==> src/rtl/frequency_meter.sv <==
// frequency_meter: counts rising edges of an asynchronous sig_in over back-to-back gate windows
//   clk_100mhz  in   sole clock
//   rst         in   synchronous reset, active-high
//   sig_in      in   asynchronous signal under measurement
//   enable      in   1 = run continuous windows, 0 = idle
//   freq_count  out  rising edges counted in the last completed window
//   freq_valid  out  one-cycle pulse when freq_count/overflow update
//   overflow    out  last completed window saturated the edge counter
module frequency_meter #(
    parameter int GATE_CYCLES = 100_000_000,
    parameter int COUNT_WIDTH = 32
) (
    input  logic                   clk_100mhz,
    input  logic                   rst,
    input  logic                   sig_in,
    input  logic                   enable,
    output logic [COUNT_WIDTH-1:0] freq_count,
    output logic                   freq_valid,
    output logic                   overflow
);
    localparam int GW = $clog2(GATE_CYCLES);
    typedef enum logic {IDLE, MEASURE} state_t;
    state_t                 state;
    logic [GW-1:0]          gate_cnt;
    logic [COUNT_WIDTH-1:0] edge_cnt;
    logic [COUNT_WIDTH-1:0] next_cnt;
    logic                   sat;
    logic                   sync1;
    logic                   sync2;
    logic                   prev;
    logic                   edge_det;
    logic                   at_max;
    logic                   hit_max;
    logic                   gate_end;
    assign edge_det = sync2 & ~prev;
    assign at_max   = &edge_cnt;
    // an edge arriving while the counter is full is lost but remembered as saturation
    assign hit_max  = edge_det & at_max;
    assign next_cnt = edge_cnt + COUNT_WIDTH'(edge_det & ~at_max);
    assign gate_end = gate_cnt == GW'(GATE_CYCLES - 1);
    always_ff @(posedge clk_100mhz) begin
        if (rst) begin
            state      <= IDLE;
            gate_cnt   <= '0;
            edge_cnt   <= '0;
            sat        <= 1'b0;
            sync1      <= 1'b0;
            sync2      <= 1'b0;
            prev       <= 1'b0;
            freq_count <= '0;
            freq_valid <= 1'b0;
            overflow   <= 1'b0;
        end else begin
            sync1      <= sig_in;
            sync2      <= sync1;
            prev       <= sync2;
            freq_valid <= 1'b0;
            case (state)
                IDLE: begin
                    if (enable) begin
                        state    <= MEASURE;
                        gate_cnt <= '0;
                        edge_cnt <= '0;
                        sat      <= 1'b0;
                    end
                end
                MEASURE: begin
                    if (!enable) begin
                        state <= IDLE;
                    end else if (gate_end) begin
                        // the edge seen in the closing cycle still belongs to this window
                        freq_count <= next_cnt;
                        overflow   <= sat | hit_max;
                        freq_valid <= 1'b1;
                        gate_cnt   <= '0;
                        edge_cnt   <= '0;
                        sat        <= 1'b0;
                    end else begin
                        gate_cnt <= gate_cnt + GW'(1);
                        edge_cnt <= next_cnt;
                        sat      <= sat | hit_max;
                    end
                end
            endcase
        end
    end
endmodule

==> config.mk <==
export PLATFORM = sky130hd
export DESIGN_NAME = frequency_meter
export DESIGN_NICKNAME = d
export VERILOG_FILES = /design/src/rtl/frequency_meter.sv
export SDC_FILE = /design/constraint.sdc
export NUM_CORES = 1
export LEC_CHECK = 0
export CAP_MARGIN = 20
export CORE_MARGIN = 2
export CORE_UTILIZATION = 40
export CTS_CLUSTER_DIAMETER = 40
export DETAILED_ROUTE_END_ITERATION = 8
export PLACE_DENSITY = 0.56
export SYNTH_ARGS = -nofsm -noshare
export SYNTH_HDL_FRONTEND = slang
export SYNTH_SLANG_ARGS = --single-unit
==> constraint.sdc <==
create_clock -name clk_100mhz -period 4.7 [get_ports clk_100mhz]
set_input_delay 0.47 -clock clk_100mhz [delete_from_list [all_inputs] [get_ports clk_100mhz]]
set_output_delay 0.47 -clock clk_100mhz [all_outputs]
set_load 0.02 [all_outputs]
# Word-level counts from Yosys, hierarchy flattened
# Cells that the tools add are included.
[word_totals]
reg_bits = 98
in_bits = 4
wordCells = 41
[classes]
addsub = 2
n_eq_ne = 3
mux = 14
bitwise_logic = 8
reduce_logical = 4
[op_table]
columns = ["op", "count"]
rows = [
  ["$mux 32", 3],
  ["$mux 27", 3],
  ["$pmux 32 s2", 1],
  ["$pmux 27 s2", 1],
  ["$add 32x32->32", 1],
  ["$and 1x32->32", 1],
  ["$not 1->32", 1],
  ["$reduce_and 32->1", 1],
  ["$add 27x1->27 const B", 1],
  ["$eq 27x27->1 const B", 1],
  ["$mux 1", 5],
  ["$ne 2x2->1 const B", 2],
  ["$not 1->1", 3],
  ["$reduce_and 3->1", 1],
  ["$reduce_or 3->1", 1],
  ["$and 1x1->1", 2],
  ["$pmux 1 s2", 1],
  ["$reduce_and 2->1", 1],
  ["$or 1x1->1", 1],
]

# Logic depth before layout (Yosys ltp)
[depth]
ltp_word = 7
depth_mapped = 13
ltp_nobuf = 11

# Worst setup path after synthesis
# Ideal clock, no wire load.
[synth_timing]
path_type = "reg-to-reg"
start = "register edge_cnt[15]"
end = "register edge_cnt[30]"
arrival_ns = 2.879
t_required_ns = 4.631
path_slack_ns = 1.752
path_stages_with_launch = 14
n_path_buf = 2
period_less_slack_ns = 2.948
cell_sequence = "dfxtp_1 buf_2 and4_1 nand4_1 nor4_1 nor3b_1 ha_1 ha_1 clkbuf_1 nand2_1 nor4_4 or4b_1 or3_1 o21ai_1"
[synth_between]
elab_chain_len = 7
[synth_lines]
columns = ["item", "line", "rtl"]
rows = [
  ["start, declared", "25", "logic [COUNT_WIDTH-1:0] edge_cnt;"],
  ["start signal, assigned", "80", "edge_cnt <= next_cnt;"],
  ["$reduce_and 32->1", "36", "assign at_max = &edge_cnt;"],
  ["$not 1->32", "39", "assign next_cnt = edge_cnt + COUNT_WIDTH'(edge_det & ~at_max);"],
  ["$and 1x32->32", "39", ""],
  ["$add 32x32->32 *", "39", ""],
  ["$mux 32 *", "70", "end else if (gate_end) begin"],
  ["$mux 32 *", "68", "if (!enable) begin"],
  ["$pmux 32 s2 *", "58", "case (state)"],
]
# Every way passes the cells marked *; elsewhere a longest branch is shown, timed or not. The select of a mux whose other input is x is not followed.
# A chain may end at the register's enable or synchronous reset.

# Final worst setup path
# Same ends and word-level chain as after synthesis.

==> summary.md <==
| Metric | Value |
|---|---|
| Result of the run | complete, no violations |
| Global placement routability congestion | 0.817 |
| CTS Hold Bufs | 0 |
| Fill cell total of the finished layout | 1090 |
| Cell count of the worst reg-to-reg path | 11 |
| CP endpoint | edge_cnt[30]$_SDFFE_PP0P_ |
| First-pass GRT wire length | 19.3 mm |
| Required time of the worst setup path | 4970 ps |
| Clock tree root driver cell | sky130_fd_sc_hd__clkbuf_16 |
| Met2 Use GR | 28.3% |
| Proportion of layout cells with a drive suffix above 1 | 5.50% |
| Number of stages on the worst hold path | 1 |
| Synth cell types | 48 |
| All-layer global routing usage | 18.6% |
| Remaining routing DRC violations | 0 |
| Most frequent cell on the critical path | sky130_fd_sc_hd__ha_1 |
| Antenna fix cells | 0 |
| Setup Crit Path Kind | reg2reg |
| Minimum hold slack | 455 ps |
| Met3 layer usage reported by global route | 2.73% |
| Vias in the first global route | 3914 |
| IO Pins | 38 |
| Chip Width | 113 um |
| Detailed-route vias per instance | 5.71 |
| Total of max-cap violations | 0 |
| Initial core utilization | 41.2% |
| Pins Over Slew Limit | 0 |
| Die area | 12700 um^2 |
| Post-route fraction of the period consumed by the critical path | 66.9% |
| DP HPWL | 7.42 mm |
| Avg Inst Size Synth | 8.36 um^2 |
| Iteration-0 DRC count of the detailed router | 261 |
| Synth Instances | 565 |
| Yosys synthesis warning count | 0 |
| Primary FF master, synth | sky130_fd_sc_hd__dfxtp_1 |
| TritonCTS Buffers | 9 |
| Hold Fails Final Rpt | 0 |
| Post-route antenna net violation count | 0 |
| Most frequent cells in the layout | sky130_fd_sc_hd__dfxtp_1 (98), sky130_fd_sc_hd__nor2_1 (50), sky130_fd_sc_hd__nand2_1 (41) |
| Max Root-Sink Buffers | 2 |
| PortBufs | 37 |
| Critical Path Start | edge_cnt[15]$_SDFFE_PP0P_ |
| Setup repair after global routing missed its margin | false |
| Signed area change from the synthesized netlist to the final layout | 16.0% |
| Delay of the slowest cell on the worst path | 540 ps |
| Worst Tran Pin Value | 952 ps |
| Std-Cell Core Area | 11500 um^2 |
| Number of cell rows | 39 |
| Post-synth net total | 572 |
| Cell Chain, Critical Path | and4_1, nand4_1, nor4_1, nor3b_1, ha_1, ha_1, nand2_1, nor4_4, or4b_1, or3_1, o21ai_1 |
| Number of enable-type register cells in the synthesized netlist | 0 |
| Insertion delay of the later-clocked pin in the worst-skew pair | 340 ps |
| Final critical path time including I/O delays and setup | 3140 ps |
| Worst Clk Skew | 6.12 ps |
| Post-detailed-placement cell area | 5160 um^2 |
| Maximum fanout encountered on the critical timing path | 9 |
| Commonest non-fill, non-tap cell in the layout | sky130_fd_sc_hd__dfxtp_1 |
| Detailed-router iteration count before antenna repair | 4 |
| TritonCTS clock tree | yes |
| Wire length reported by the detailed router | 11.2 mm |
| DR WL/cell | 15.4 um |
| Clock Pin Slew Worst Setup and Hold Paths | 70 ps |
| Final Net Count | 584 |
| Maximum clock frequency | 318 MHz |
| Total via count after detailed routing | 4137 |
| Share of the yosys chip area belonging to registers | 41.5% |
| Mapped Area | 4730 um^2 |
| Count of instances resized after the clock tree is built | 0 |
| Setup Total Neg Slack | 0 ps |
| Seq cells post-synth | 98 |
| Worst slew margin | 36.5% |
| Critical Path Slowest Stage Cell | sky130_fd_sc_hd__or4b_1 |
| Cell Pwr Density | 303 nW/um^2 |
| Die height | 113 um |
| Met1 demand-to-capacity share in global routing | 26.4% |
| Reg2Reg Launch Point | edge_cnt[15]$_SDFFE_PP0P_ |
| Overall overflow remaining after global route | 0 |
| RR Endpoint | edge_cnt[30]$_SDFFE_PP0P_ |
| Leak | 0.00173 uW |
| R2r setup slk | 1560 ps |
| Number of setup violations in the final report | 0 |
| Highest ir drop seen on vdd | 0.000190 V |
| H-Tree Level Count | 3 |
| Setup crit end kind | register |
| Post-CTS Repair Setup Buffers | 0 |
| Synth async-reset ratio | 0% |
| Total clock sinks | 98 |
| Global route hottest layer | met2 |
| Setup crit start kind | register |
| Largest net degree at the start of global routing | 65 |
| Area of all placed cells without fillers | 5480 um^2 |
| Number of antenna violations at the first check in global routing | 0 |
| Final standard cell utilization of the core | 47.8% |
| Hold Path Class | reg2reg |
| Critical Path AT | 3420 ps |
## per-stage QoR
stage               cells  power [uW]  setup slack [ps]
floorplan             565         882              1750
global placement      709         894              1660
detailed placement    709         894              1590
CTS                   725        1690              1550
global route          725        1730              1190
finish                725        1660              1560
## registers in the layout, indices dropped and copies added (netlist names)
| signal | count |
|---|---|
| freq_count | 32 |
| freq_valid | 1 |
| prev | 1 |
| edge_cnt | 32 |
| gate_cnt | 27 |
| sat | 1 |
| sync2 | 1 |
| sync1 | 1 |
| state | 1 |
| overflow | 1 |
## area by class of cell
type | instances | area [um^2] | share of cell area [%]
Timing Repair Buffer | 40 | 388 | 7.07
Multi-Input combinational cell | 412 | 2580 | 47.0
Tap cell | 143 | 179 | 3.26
Sequential cell | 98 | 1960 | 35.8
Clock buffer | 10 | 229 | 4.18
Clock inverter | 6 | 90.1 | 1.64
Inverter | 16 | 60.1 | 1.10
## where the power goes
group / internal, uW / leakage [uW] / switching (uW)
combinational: 10.5 / 0.000783 / 30.9
sequential: 832 / 0.000790 / 1.35
clock: 469 / 0.000153 / 319
total: 1310 / 0.00173 / 352
## worst min path at each step
stage | from | endpoint | slack, ps
2_1_floorplan | sync1$_SDFF_PP0_ | sync2$_SDFF_PP0_ | 410
3_3_place_gp | sync1$_SDFF_PP0_ | sync2$_SDFF_PP0_ | 440
3_5_place_dp | sync1$_SDFF_PP0_ | sync2$_SDFF_PP0_ | 430
4_1_cts | freq_count[19]$_SDFFE_PP0P_ | freq_count[19]$_SDFFE_PP0P_ | 460
5_1_grt | freq_count[0]$_SDFFE_PP0P_ | freq_count[0]$_SDFFE_PP0P_ | 480
6_report | sync1$_SDFF_PP0_ | sync2$_SDFF_PP0_ | 450
## Yosys cell counts (all sizes together), types with 4 or more instances
library cell	count	area, um^2
xnor2	21	184
nand2b	12	75.1
nand4	19	134
nand3	25	125
nor3	10	55.1
a31oi	36	225
dfxtp	98	1960
or3	15	93.8
a41oi	6	52.6
inv	16	60.1
and3	11	68.8
a211oi	31	233
clkbuf	32	120
o21ai	22	110
nand2	41	154
and4	14	123
xor2	11	96.3
a22oi	4	30.0
buf	7	31.3
nor4	9	114
a21oi	40	200
nor2	51	191
## per-layer routing
metal	part of all wire [%]	vias to the layer above
met1	49	1936
met4	1.6	0
met5	0	-
met3	3.7	15
met2	46	80
li1	-	2106
## logic make-up after synthesis
kind of cell,count (synthesis),synth area share [%]
adders and majority gates,3,0.794
AOI/OAI and AO/OA,153,20.4
and+or+nand+nor,221,26.3
xor gates and xnor gates,32,5.93
muxes,3,0.635
buffers and inverters,55,4.47
DFF,98,41.5
## worst max-delay path, delay by kind of cell, from the launching register on
family | cells | cell delay, ps
compound gates | 1 | 70
fa+ha+maj | 2 | 540
flops | 1 | 390
simple gates | 8 | 2090
Power figures use the tool's default switching activity.
